### config.mk
export PLATFORM = sky130hd
export DESIGN_NAME = mcu51_timer_flat
export DESIGN_NICKNAME = d
export VERILOG_FILES = /design/src/rtl/mcu51_timer_if.sv /design/src/rtl/mcu51_timer.sv /design/src/flat_wrapper.sv
export SDC_FILE = /design/constraint.sdc
export NUM_CORES = 1
export LEC_CHECK = 0
export CAP_MARGIN = 25
export CORE_MARGIN = 2
export CORE_UTILIZATION = 46
export CTS_BUF_LIST = sky130_fd_sc_hd__clkbuf_4
export DETAILED_ROUTE_END_ITERATION = 12
export PLACE_DENSITY = 0.81
export SYNTH_ARGS = -nofsm -noshare
export SYNTH_HDL_FRONTEND = slang
export SYNTH_SLANG_ARGS = --single-unit
### constraint.sdc
create_clock -name clk -period 2.2 [get_ports clk]
set_clock_uncertainty 0.1 [all_clocks]
set_input_delay 0.44 -clock clk [delete_from_list [all_inputs] [get_ports clk]]
set_output_delay 0.44 -clock clk [all_outputs]
set_load 0.03 [all_outputs]
### src/rtl/mcu51_timer_if.sv
// mcu51_timer_if: CPU-side special-function-register access to one timer's
// TL/TH pair. The CPU (master) drives write data and the two byte-write
// strobes and reads back the live counter halves; the timer core is the slave.
interface mcu51_timer_if;
    logic [7:0] din;
    logic       tl_we;
    logic       th_we;
    logic [7:0] tl;
    logic [7:0] th;

    modport master (
        output din,
        output tl_we,
        output th_we,
        input  tl,
        input  th
    );

    modport slave (
        input  din,
        input  tl_we,
        input  th_we,
        output tl,
        output th
    );
endinterface

### src/rtl/mcu51_timer.sv
// mcu51_timer: one 8051 Timer/Counter core (TLx/THx plus overflow pulses).
// Counts machine-cycle ticks (C/T=0) or synchronized falling edges of the
// external Tx pin (C/T=1) in modes 00 (13-bit), 01 (16-bit) and 10 (8-bit
// auto-reload). All state changes on the falling edge of clk, the same edge
// the surrounding SFR registers use; reset is synchronous and active-low.
// Optional feature macro: TIMER_MODE3_EN
//   defined   -> mode 11 splits into an 8-bit TL timer/counter (tf_set) and an
//                8-bit TH machine-cycle timer gated by th_tr (th_tf_set).
//   undefined -> mode 11 freezes the counter, th_tf_set is tied low and th_tr
//                is ignored.
module mcu51_timer #(
    parameter int PRESCALE = 12
) (
    input  logic                clk,
    input  logic                reset,
    input  logic [3:0]          tmod_nib,
    input  logic                tr,
    input  logic                int_n,
    input  logic                t_pin,
    input  logic                th_tr,
    mcu51_timer_if.slave        bus,
    output logic                tf_set,
    output logic                th_tf_set
);

    localparam int PW = (PRESCALE > 2) ? $clog2(PRESCALE) : 1;

    // Registered state
    logic [PW-1:0] r_prescale;
    logic          r_pinSync0;
    logic          r_pinSync1;
    logic          r_pinPrev;
    logic [7:0]    r_tl;
    logic [7:0]    r_th;
    logic          r_tfSet;

    // Decoded control and tick qualification
    logic          w_gate;
    logic          w_ct;
    logic [1:0]    w_mode;
    logic          w_timerTick;
    logic          w_pinTick;
    logic          w_tick;
    logic          w_run;
    logic          w_count;
    logic          w_anyWe;

    // Candidate increments and overflow detects for each counter width
    logic [12:0]   w_inc13;
    logic [15:0]   w_inc16;
    logic [7:0]    w_tlInc;
    logic          w_full13;
    logic          w_full16;
    logic          w_tlFull;

    // Next-state values
    logic [7:0]    w_tlNext;
    logic [7:0]    w_thNext;
    logic          w_tfNext;

`ifdef TIMER_MODE3_EN
    logic          r_thTfSet;
    logic          w_thCount;
    logic [7:0]    w_thInc;
    logic          w_thTfNext;
`else
    logic          w_unusedThTr;
`endif

    assign w_gate  = tmod_nib[3];
    assign w_ct    = tmod_nib[2];
    assign w_mode  = tmod_nib[1:0];
    assign w_anyWe = bus.tl_we | bus.th_we;

    // A machine-cycle tick is the last prescaler state; the pin tick is the
    // synchronized high-to-low transition seen by the previous-value register.
    assign w_timerTick = (r_prescale == PW'(PRESCALE - 1));
    assign w_pinTick   = r_pinPrev & ~r_pinSync1;
    assign w_tick      = w_ct ? w_pinTick : w_timerTick;
    assign w_run       = tr & (~w_gate | int_n);
    assign w_count     = w_tick & w_run;

    assign w_inc13  = {r_th, r_tl[4:0]} + 13'd1;
    assign w_inc16  = {r_th, r_tl} + 16'd1;
    assign w_tlInc  = r_tl + 8'd1;
    assign w_full13 = ({r_th, r_tl[4:0]} == 13'h1FFF);
    assign w_full16 = ({r_th, r_tl} == 16'hFFFF);
    assign w_tlFull = (r_tl == 8'hFF);

`ifdef TIMER_MODE3_EN
    // In split mode TH runs from machine cycles only, gated by th_tr alone.
    assign w_thCount = w_timerTick & th_tr;
    assign w_thInc   = r_th + 8'd1;
`else
    assign w_unusedThTr = th_tr;
`endif

    // Free-running machine-cycle prescaler, independent of the run bit.
    always_ff @(negedge clk) begin
        if (!reset) begin
            r_prescale <= '0;
        end else if (w_timerTick) begin
            r_prescale <= '0;
        end else begin
            r_prescale <= r_prescale + PW'(1);
        end
    end

    // Two-flop synchronizer plus previous-value register for the Tx pin;
    // all three idle high so a pin held low through reset is not an edge.
    always_ff @(negedge clk) begin
        if (!reset) begin
            r_pinSync0 <= 1'b1;
            r_pinSync1 <= 1'b1;
            r_pinPrev  <= 1'b1;
        end else begin
            r_pinSync0 <= t_pin;
            r_pinSync1 <= r_pinSync0;
            r_pinPrev  <= r_pinSync1;
        end
    end

    // Counter next-state: count per mode, then let CPU writes override.
    // A write to any half taking part in this cycle's count drops the whole
    // count, so the other half holds and no overflow pulse is produced.
    always_comb begin
        w_tlNext = r_tl;
        w_thNext = r_th;
        w_tfNext = 1'b0;
`ifdef TIMER_MODE3_EN
        w_thTfNext = 1'b0;
`endif
        if (w_count) begin
            case (w_mode)
                2'b00: begin
                    if (!w_anyWe) begin
                        w_thNext = w_inc13[12:5];
                        w_tlNext = {r_tl[7:5], w_inc13[4:0]};
                        w_tfNext = w_full13;
                    end
                end
                2'b01: begin
                    if (!w_anyWe) begin
                        w_thNext = w_inc16[15:8];
                        w_tlNext = w_inc16[7:0];
                        w_tfNext = w_full16;
                    end
                end
                2'b10: begin
                    if (!bus.tl_we) begin
                        w_tlNext = w_tlFull ? r_th : w_tlInc;
                        w_tfNext = w_tlFull;
                    end
                end
                default: begin
`ifdef TIMER_MODE3_EN
                    if (!bus.tl_we) begin
                        w_tlNext = w_tlInc;
                        w_tfNext = w_tlFull;
                    end
`endif
                end
            endcase
        end
`ifdef TIMER_MODE3_EN
        if ((w_mode == 2'b11) && w_thCount && !bus.th_we) begin
            w_thNext   = w_thInc;
            w_thTfNext = (r_th == 8'hFF);
        end
`endif
        if (bus.tl_we) begin
            w_tlNext = bus.din;
        end
        if (bus.th_we) begin
            w_thNext = bus.din;
        end
    end

    // Counter halves and the single-cycle overflow pulse register together,
    // so tf_set is high exactly in the cycle the wrapped value appears.
    always_ff @(negedge clk) begin
        if (!reset) begin
            r_tl    <= 8'h00;
            r_th    <= 8'h00;
            r_tfSet <= 1'b0;
        end else begin
            r_tl    <= w_tlNext;
            r_th    <= w_thNext;
            r_tfSet <= w_tfNext;
        end
    end

`ifdef TIMER_MODE3_EN
    // Split-mode TH overflow pulse.
    always_ff @(negedge clk) begin
        if (!reset) begin
            r_thTfSet <= 1'b0;
        end else begin
            r_thTfSet <= w_thTfNext;
        end
    end

    assign th_tf_set = r_thTfSet;
`else
    assign th_tf_set = 1'b0;
`endif

    assign bus.tl = r_tl;
    assign bus.th = r_th;
    assign tf_set = r_tfSet;

endmodule

### src/flat_wrapper.sv
// flat-port wrapper written by rule: the top's interface ports become plain ports
module mcu51_timer_flat 
#(
    parameter int PRESCALE = 12
)
  (clk, reset, tmod_nib, tr, int_n, t_pin, th_tr, tf_set, th_tf_set, bus_din, bus_tl_we, bus_th_we, bus_tl, bus_th);
  mcu51_timer_if bus_i ();
  input  logic clk;
  input  logic reset;
  input  logic [3:0] tmod_nib;
  input  logic tr;
  input  logic int_n;
  input  logic t_pin;
  input  logic th_tr;
  output logic tf_set;
  output logic th_tf_set;
  input wire logic [$bits(bus_i.din)-1:0] bus_din;
  input wire logic [$bits(bus_i.tl_we)-1:0] bus_tl_we;
  input wire logic [$bits(bus_i.th_we)-1:0] bus_th_we;
  output wire logic [$bits(bus_i.tl)-1:0] bus_tl;
  output wire logic [$bits(bus_i.th)-1:0] bus_th;
  assign bus_i.din = bus_din;
  assign bus_i.tl_we = bus_tl_we;
  assign bus_i.th_we = bus_th_we;
  assign bus_tl = bus_i.tl;
  assign bus_th = bus_i.th;
  mcu51_timer #(.PRESCALE(PRESCALE)) u_core (.clk(clk), .reset(reset), .tmod_nib(tmod_nib), .tr(tr), .int_n(int_n), .t_pin(t_pin), .th_tr(th_tr), .bus(bus_i), .tf_set(tf_set), .th_tf_set(th_tf_set));
endmodule
## After elaboration in Yosys (flattened, before gate mapping)

Cells that the tools add are included.

- Add/sub/neg operators: 4
- Multipliers: 0
- Divide/modulo/power cells: 0
- Magnitude comparators: 0
- Equality and inequality tests: 11
- Shifts and indexed selects: 0
- Mux-type cells: 16
- Bitwise gates (word level): 8
- Reductions and logical operators: 11

Operator list:

| kind | number |
|---|---|
| 8-bit 2-to-1 mux | 8 |
| 8-bit one-hot mux with 3 select lines | 1 |
| 16-bit by 1-bit adder with 16-bit output (second input constant) | 1 |
| 16-bit equality test (second input constant) | 1 |
| 8-bit one-hot mux with 2 select lines | 1 |
| 13-bit by 1-bit adder with 13-bit output (second input constant) | 1 |
| 13-bit equality test (second input constant) | 1 |
| 3-bit inequality test (second input constant) | 4 |
| 4-bit AND reduction | 3 |
| 8-bit by 1-bit adder with 8-bit output (second input constant) | 1 |
| 8-bit equality test (second input constant) | 1 |
| 3-bit nonzero test | 2 |
| 5-bit 2-to-1 mux | 1 |
| 4-bit by 1-bit adder with 4-bit output (second input constant) | 1 |
| 4-bit equality test (second input constant) | 1 |
| 1-bit 2-to-1 mux | 4 |
| 2-bit nonzero test | 2 |
| 4-bit nonzero test | 1 |
| 1-bit bitwise AND | 3 |
| 1-bit NOT | 3 |
| 1-bit one-hot mux with 3 select lines | 1 |
| 2-bit by 1-bit equality test with 1-bit output (second input constant) | 1 |
| 2-bit equality test (second input constant) | 1 |
| 2-bit logical NOT | 1 |
| 4 further kinds | 5 |

- Register bits after elaboration: 24
- Latch bits: 0
- Memory bits (writable): 0
- ROM bits: 0
- Output and inout bits: 18
- Word-level logic and storage cells: 58
- Memories kept: 0

## Depth between registers and ports, before layout

- Depth in word-level cells: 6
- Gate-level depth with buffers: 8
- Depth with buffers taken out: 7

==> metrics.txt <==
# TYPE chip_impl_metric gauge
chip_impl_metric{name="cts.sinks",unit=""} 24
chip_impl_metric{name="yosys_register_bits",unit=""} 24
chip_impl_metric{name="post_synth.cell_area_avg",unit="um2"} 7.751
chip_impl_metric{name="first_global_vias",unit=""} 2273
chip_impl_metric{name="switchingPower",unit="mW"} 0.5928
chip_impl_metric{name="final_layout_size_suffix_gt1_share",unit="%"} 49.85
chip_impl_metric{name="post-dp-hpwl",unit="mm"} 4.083
chip_impl_metric{name="wire_per_inst",unit="um"} 21.33
chip_impl_metric{name="cts.path.max_buffers",unit=""} 2
chip_impl_metric{name="power.total",unit="mW"} 1.407
chip_impl_metric{name="hold_ws",unit="ns"} 0.2619
chip_impl_metric{name="grt_antenna_before_repair",unit=""} 0
chip_impl_metric{name="power.ir.vdd_worst",unit="mV"} 0.3877
chip_impl_metric{name="number_of_nets_with_antenna_violations_after_detailed_routing",unit=""} 0
chip_impl_metric{name="p_seq_share",unit="%"} 34.4
chip_impl_metric{name="post_layout_nonfiller_instances",unit=""} 369
chip_impl_metric{name="final_max_slew_viol_count",unit=""} 0
chip_impl_info{name="rsz_0062_raised_after_global_routing",value="true"} 1
chip_impl_metric{name="post_detailed_routing_wire_length",unit="mm"} 7.871
chip_impl_metric{name="netlist_instances",unit=""} 205
chip_impl_metric{name="hold_violations",unit=""} 0
chip_impl_metric{name="p_leak",unit="nW"} 1.364
chip_impl_metric{name="grt_start_max_net_pins",unit=""} 15
chip_impl_metric{name="internal-power",unit="mW"} 0.8146
chip_impl_metric{name="async_reset_ff_share",unit="%"} 0
chip_impl_info{name="outcome",value="complete, but fails checks"} 1
chip_impl_info{name="worstSetupPathType",value="primary input to flop"} 1
chip_impl_metric{name="grt_first_pass_wirelength",unit="mm"} 10.75
chip_impl_metric{name="cts-buffers-inserted",unit=""} 3
chip_impl_metric{name="synth.lib_cells_used.distinct",unit=""} 49
chip_impl_info{name="min-delay-start",value="u_core.r_pinSync0"} 1
chip_impl_metric{name="grt-ovfl-total",unit=""} 0
chip_impl_metric{name="post-place-ws",unit="ns"} -1.543
chip_impl_metric{name="area.sequential",unit="um2"} 500.5
chip_impl_info{name="cts.root.buffer_cell",value="sky130_fd_sc_hd__clkbuf_4"} 1
chip_impl_metric{name="multi_input_comb_area",unit="mm2"} 0.001309
chip_impl_metric{name="layout.nets",unit=""} 350
chip_impl_info{name="hold_path_class",value="flop to flop"} 1
chip_impl_metric{name="syn-cell-area",unit="mm2"} 0.001589
chip_impl_metric{name="placed_cells_incl_taps",unit=""} 325
chip_impl_info{name="synth.area.top_cells",value="sky130_fd_sc_hd__dfxtp_1, sky130_fd_sc_hd__o21ai_0, sky130_fd_sc_hd__ha_1, sky130_fd_sc_hd__nand3_1, sky130_fd_sc_hd__nand2b_1"} 1
chip_impl_info{name="worstSetupEndpointType",value="flop"} 1
chip_impl_info{name="synthMostInstantiatedCell",value="sky130_fd_sc_hd__dfxtp_1"} 1
chip_impl_metric{name="synth_largest_type_area_fraction",unit="%"} 30.24
chip_impl_metric{name="final.setup.tns",unit="ns"} -13.94
chip_impl_metric{name="vias",unit=""} 2395
chip_impl_metric{name="fillers",unit=""} 135
chip_impl_metric{name="synth-seq-area-share",unit="%"} 30.24
chip_impl_metric{name="start_util",unit="%"} 47.62
chip_impl_metric{name="power.clock.fraction",unit="%"} 32.7
chip_impl_metric{name="share_comb_of_total_power",unit="%"} 32.9
chip_impl_metric{name="area.growth.synth_to_final",unit="%"} 86.22
chip_impl_metric{name="clkTransAtPathRegs",unit="ns"} 0.08
chip_impl_metric{name="number_of_hold_buffers_added_after_cts",unit=""} 0
chip_impl_metric{name="critPathMaxFanout",unit=""} 4
chip_impl_metric{name="die_area",unit="mm2"} 0.003941
chip_impl_metric{name="antenna_fix_cells",unit=""} 0
chip_impl_metric{name="post-route-drc-count",unit=""} 0
chip_impl_metric{name="global_route.usage.total",unit="%"} 34.75
chip_impl_metric{name="routed_via_density",unit=""} 6.491
chip_impl_metric{name="crit_arrival",unit="ns"} 2.05
chip_impl_info{name="cts_tree",value="done"} 1
chip_impl_metric{name="cp.required",unit="ns"} 1.29
chip_impl_info{name="critPathLaunchType",value="primary input"} 1
chip_impl_metric{name="ys.warnings.count",unit=""} 0
chip_impl_metric{name="synth_fp_nets",unit=""} 231
chip_impl_info{name="cp-startpoint",value="tmod_nib[3]"} 1
chip_impl_metric{name="fp.dieW",unit="um"} 62.78
chip_impl_metric{name="io_buffers",unit=""} 35
chip_impl_metric{name="p_per_area",unit="mW/mm2"} 475.6
chip_impl_metric{name="timing.final.ws_setup",unit="ns"} -0.7603
chip_impl_info{name="dominantRegCellSynth",value="sky130_fd_sc_hd__dfxtp_1"} 1
chip_impl_metric{name="core_area",unit="mm2"} 0.003337
chip_impl_metric{name="fp-row-count",unit=""} 21
chip_impl_info{name="violations",value="setup timing"} 1
chip_impl_metric{name="power.share.switching",unit="%"} 42.12
chip_impl_metric{name="drt-initial-drc-count",unit=""} 383
chip_impl_metric{name="cap_violations",unit=""} 0
chip_impl_metric{name="place.gp.congestion",unit=""} 0.9188
chip_impl_metric{name="finalSetupViolCount",unit=""} 34
chip_impl_metric{name="synth-edff-count",unit=""} 0
chip_impl_metric{name="cts.htree.levels",unit=""} 1
chip_impl_metric{name="die_height",unit="um"} 62.78
chip_impl_metric{name="ios",unit=""} 38
chip_impl_metric{name="detail_route.first_pass.iterations",unit=""} 8
chip_impl_info{name="reg2reg_start",value="u_core.bus.tl[1]"} 1
chip_impl_info{name="cell_taking_the_most_area_after_synthesis",value="sky130_fd_sc_hd__dfxtp_1"} 1
chip_impl_info{name="yosys-top-cells-count",value="sky130_fd_sc_hd__dfxtp_1, sky130_fd_sc_hd__o21ai_0, sky130_fd_sc_hd__nand2_1, sky130_fd_sc_hd__nand3_1, sky130_fd_sc_hd__nor2_1"} 1
chip_impl_metric{name="clock_latency_on_the_worst_skew_pair",unit="ns"} 0.48
-- cell type report --
cell class,count,share of cell area [%]
clock buffer,3,0.7611
multi-input combinational,162,44.23
clock inverter,25,3.256
inverter,7,1.438
sequential,24,16.91
timing repair buffer,102,31.46
tap,46,1.945
-- state kept, by name (all words and copies together), names as in the netlist --
signal / cells
u_core.r_pinSync0: 1
u_core.r_pinPrev: 1
u_core.r_prescale: 4
u_core.r_pinSync1: 1
u_core.tf_set: 1
u_core.bus.tl: 8
u_core.bus.th: 8
-- logic make-up (layout without fill, tap and decap cells) --
kind of cell,Yosys count,after routing,synth area share (%)
XOR/XNOR,3,3,1.654
adder cells (fa/ha/maj),6,6,4.724
AND/OR/NAND/NOR,91,91,31.81
other,1,1,0.2360
AO/OA/AOI/OAI,59,59,25.20
multiplexers,2,2,1.339
flip-flops,24,24,30.24
buffers and inverters,19,137,4.803
-- cell usage in the layout (no fill, tap or decap), types with 3 or more instances in the layout --
cell type | Yosys | routed
sky130_fd_sc_hd__buf_2 | 0 | 3
sky130_fd_sc_hd__a31oi_1 | 5 | 5
sky130_fd_sc_hd__ha_4 | 0 | 3
sky130_fd_sc_hd__inv_1 | 8 | 26
sky130_fd_sc_hd__nand2_1 | 14 | 12
sky130_fd_sc_hd__dfxtp_2 | 0 | 16
sky130_fd_sc_hd__nor2_1 | 11 | 9
sky130_fd_sc_hd__clkbuf_4 | 0 | 3
sky130_fd_sc_hd__buf_4 | 1 | 52
sky130_fd_sc_hd__clkdlybuf4s50_1 | 0 | 9
sky130_fd_sc_hd__and4_1 | 5 | 5
sky130_fd_sc_hd__and3_1 | 6 | 6
sky130_fd_sc_hd__a31o_2 | 3 | 3
sky130_fd_sc_hd__nor3_4 | 0 | 5
sky130_fd_sc_hd__nand2b_1 | 10 | 9
sky130_fd_sc_hd__o211ai_1 | 5 | 5
sky130_fd_sc_hd__buf_6 | 0 | 33
sky130_fd_sc_hd__ha_1 | 6 | 3
sky130_fd_sc_hd__a211oi_2 | 0 | 3
sky130_fd_sc_hd__a21oi_1 | 7 | 5
sky130_fd_sc_hd__nor3_1 | 10 | 3
sky130_fd_sc_hd__inv_2 | 0 | 3
sky130_fd_sc_hd__or3_4 | 0 | 3
sky130_fd_sc_hd__dfxtp_1 | 24 | 8
sky130_fd_sc_hd__and2_1 | 3 | 3
sky130_fd_sc_hd__nand4_1 | 3 | 3
sky130_fd_sc_hd__o21ai_0 | 17 | 12
sky130_fd_sc_hd__nand3_1 | 13 | 13
sky130_fd_sc_hd__o21ai_1 | 0 | 4
-- worst max-delay path, stage by stage --
cell and delay, ns:
sky130_fd_sc_hd__buf_6 0.10, sky130_fd_sc_hd__nor2b_4 0.13, sky130_fd_sc_hd__a2111o_1 0.40, sky130_fd_sc_hd__or3_4 0.41
sky130_fd_sc_hd__buf_6 0.15, sky130_fd_sc_hd__o31ai_2 0.30, sky130_fd_sc_hd__a31oi_1 0.12
-- path summary, 6_finish.rpt --
path,to,slack [ns],cells past startpoint
setup / recovery,u_core.bus.th[6],-0.76,7
hold / removal,u_core.r_pinSync1,0.26,1
setup reg to reg,u_core.bus.th[6],-0.08,7
hold reg to reg,u_core.r_pinSync1,0.26,1
-- power groups by stage --
stage	clock network, mW	registers [mW]	logic [mW]
after CTS	0.419	0.483	0.402
after global routing	0.502	0.487	0.480
after detailed placement	0.0695	0.486	0.356
after floorplan	0.0695	0.535	0.132
final	0.460	0.485	0.463
after global placement	0.0695	0.485	0.348
-- through the flow --
step                cell area, um2  utilization, %
floorplan                     1725               -
global placement              2419           72.48
detailed placement            2419           72.48
CTS                           2809           84.18
global route                  2959           88.68
finish                        2959           88.68
-- layer usage --
layer  up-vias  wire length [um]  GRT usage [%]
li1       1004                 -              -
met1      1099              2723          38.06
met2       208              3746          59.95
met3        84               716          7.568
met4         0               686          23.33
met5         -                 0              0
-- timing repair --
action,in CTS,in global routing
buffers inserted,8,9
resized for setup,102,22
cloned,1,0
pin swaps,20,18
setup endpoints to repair,38,34
(Power assumes the default switching activity.)
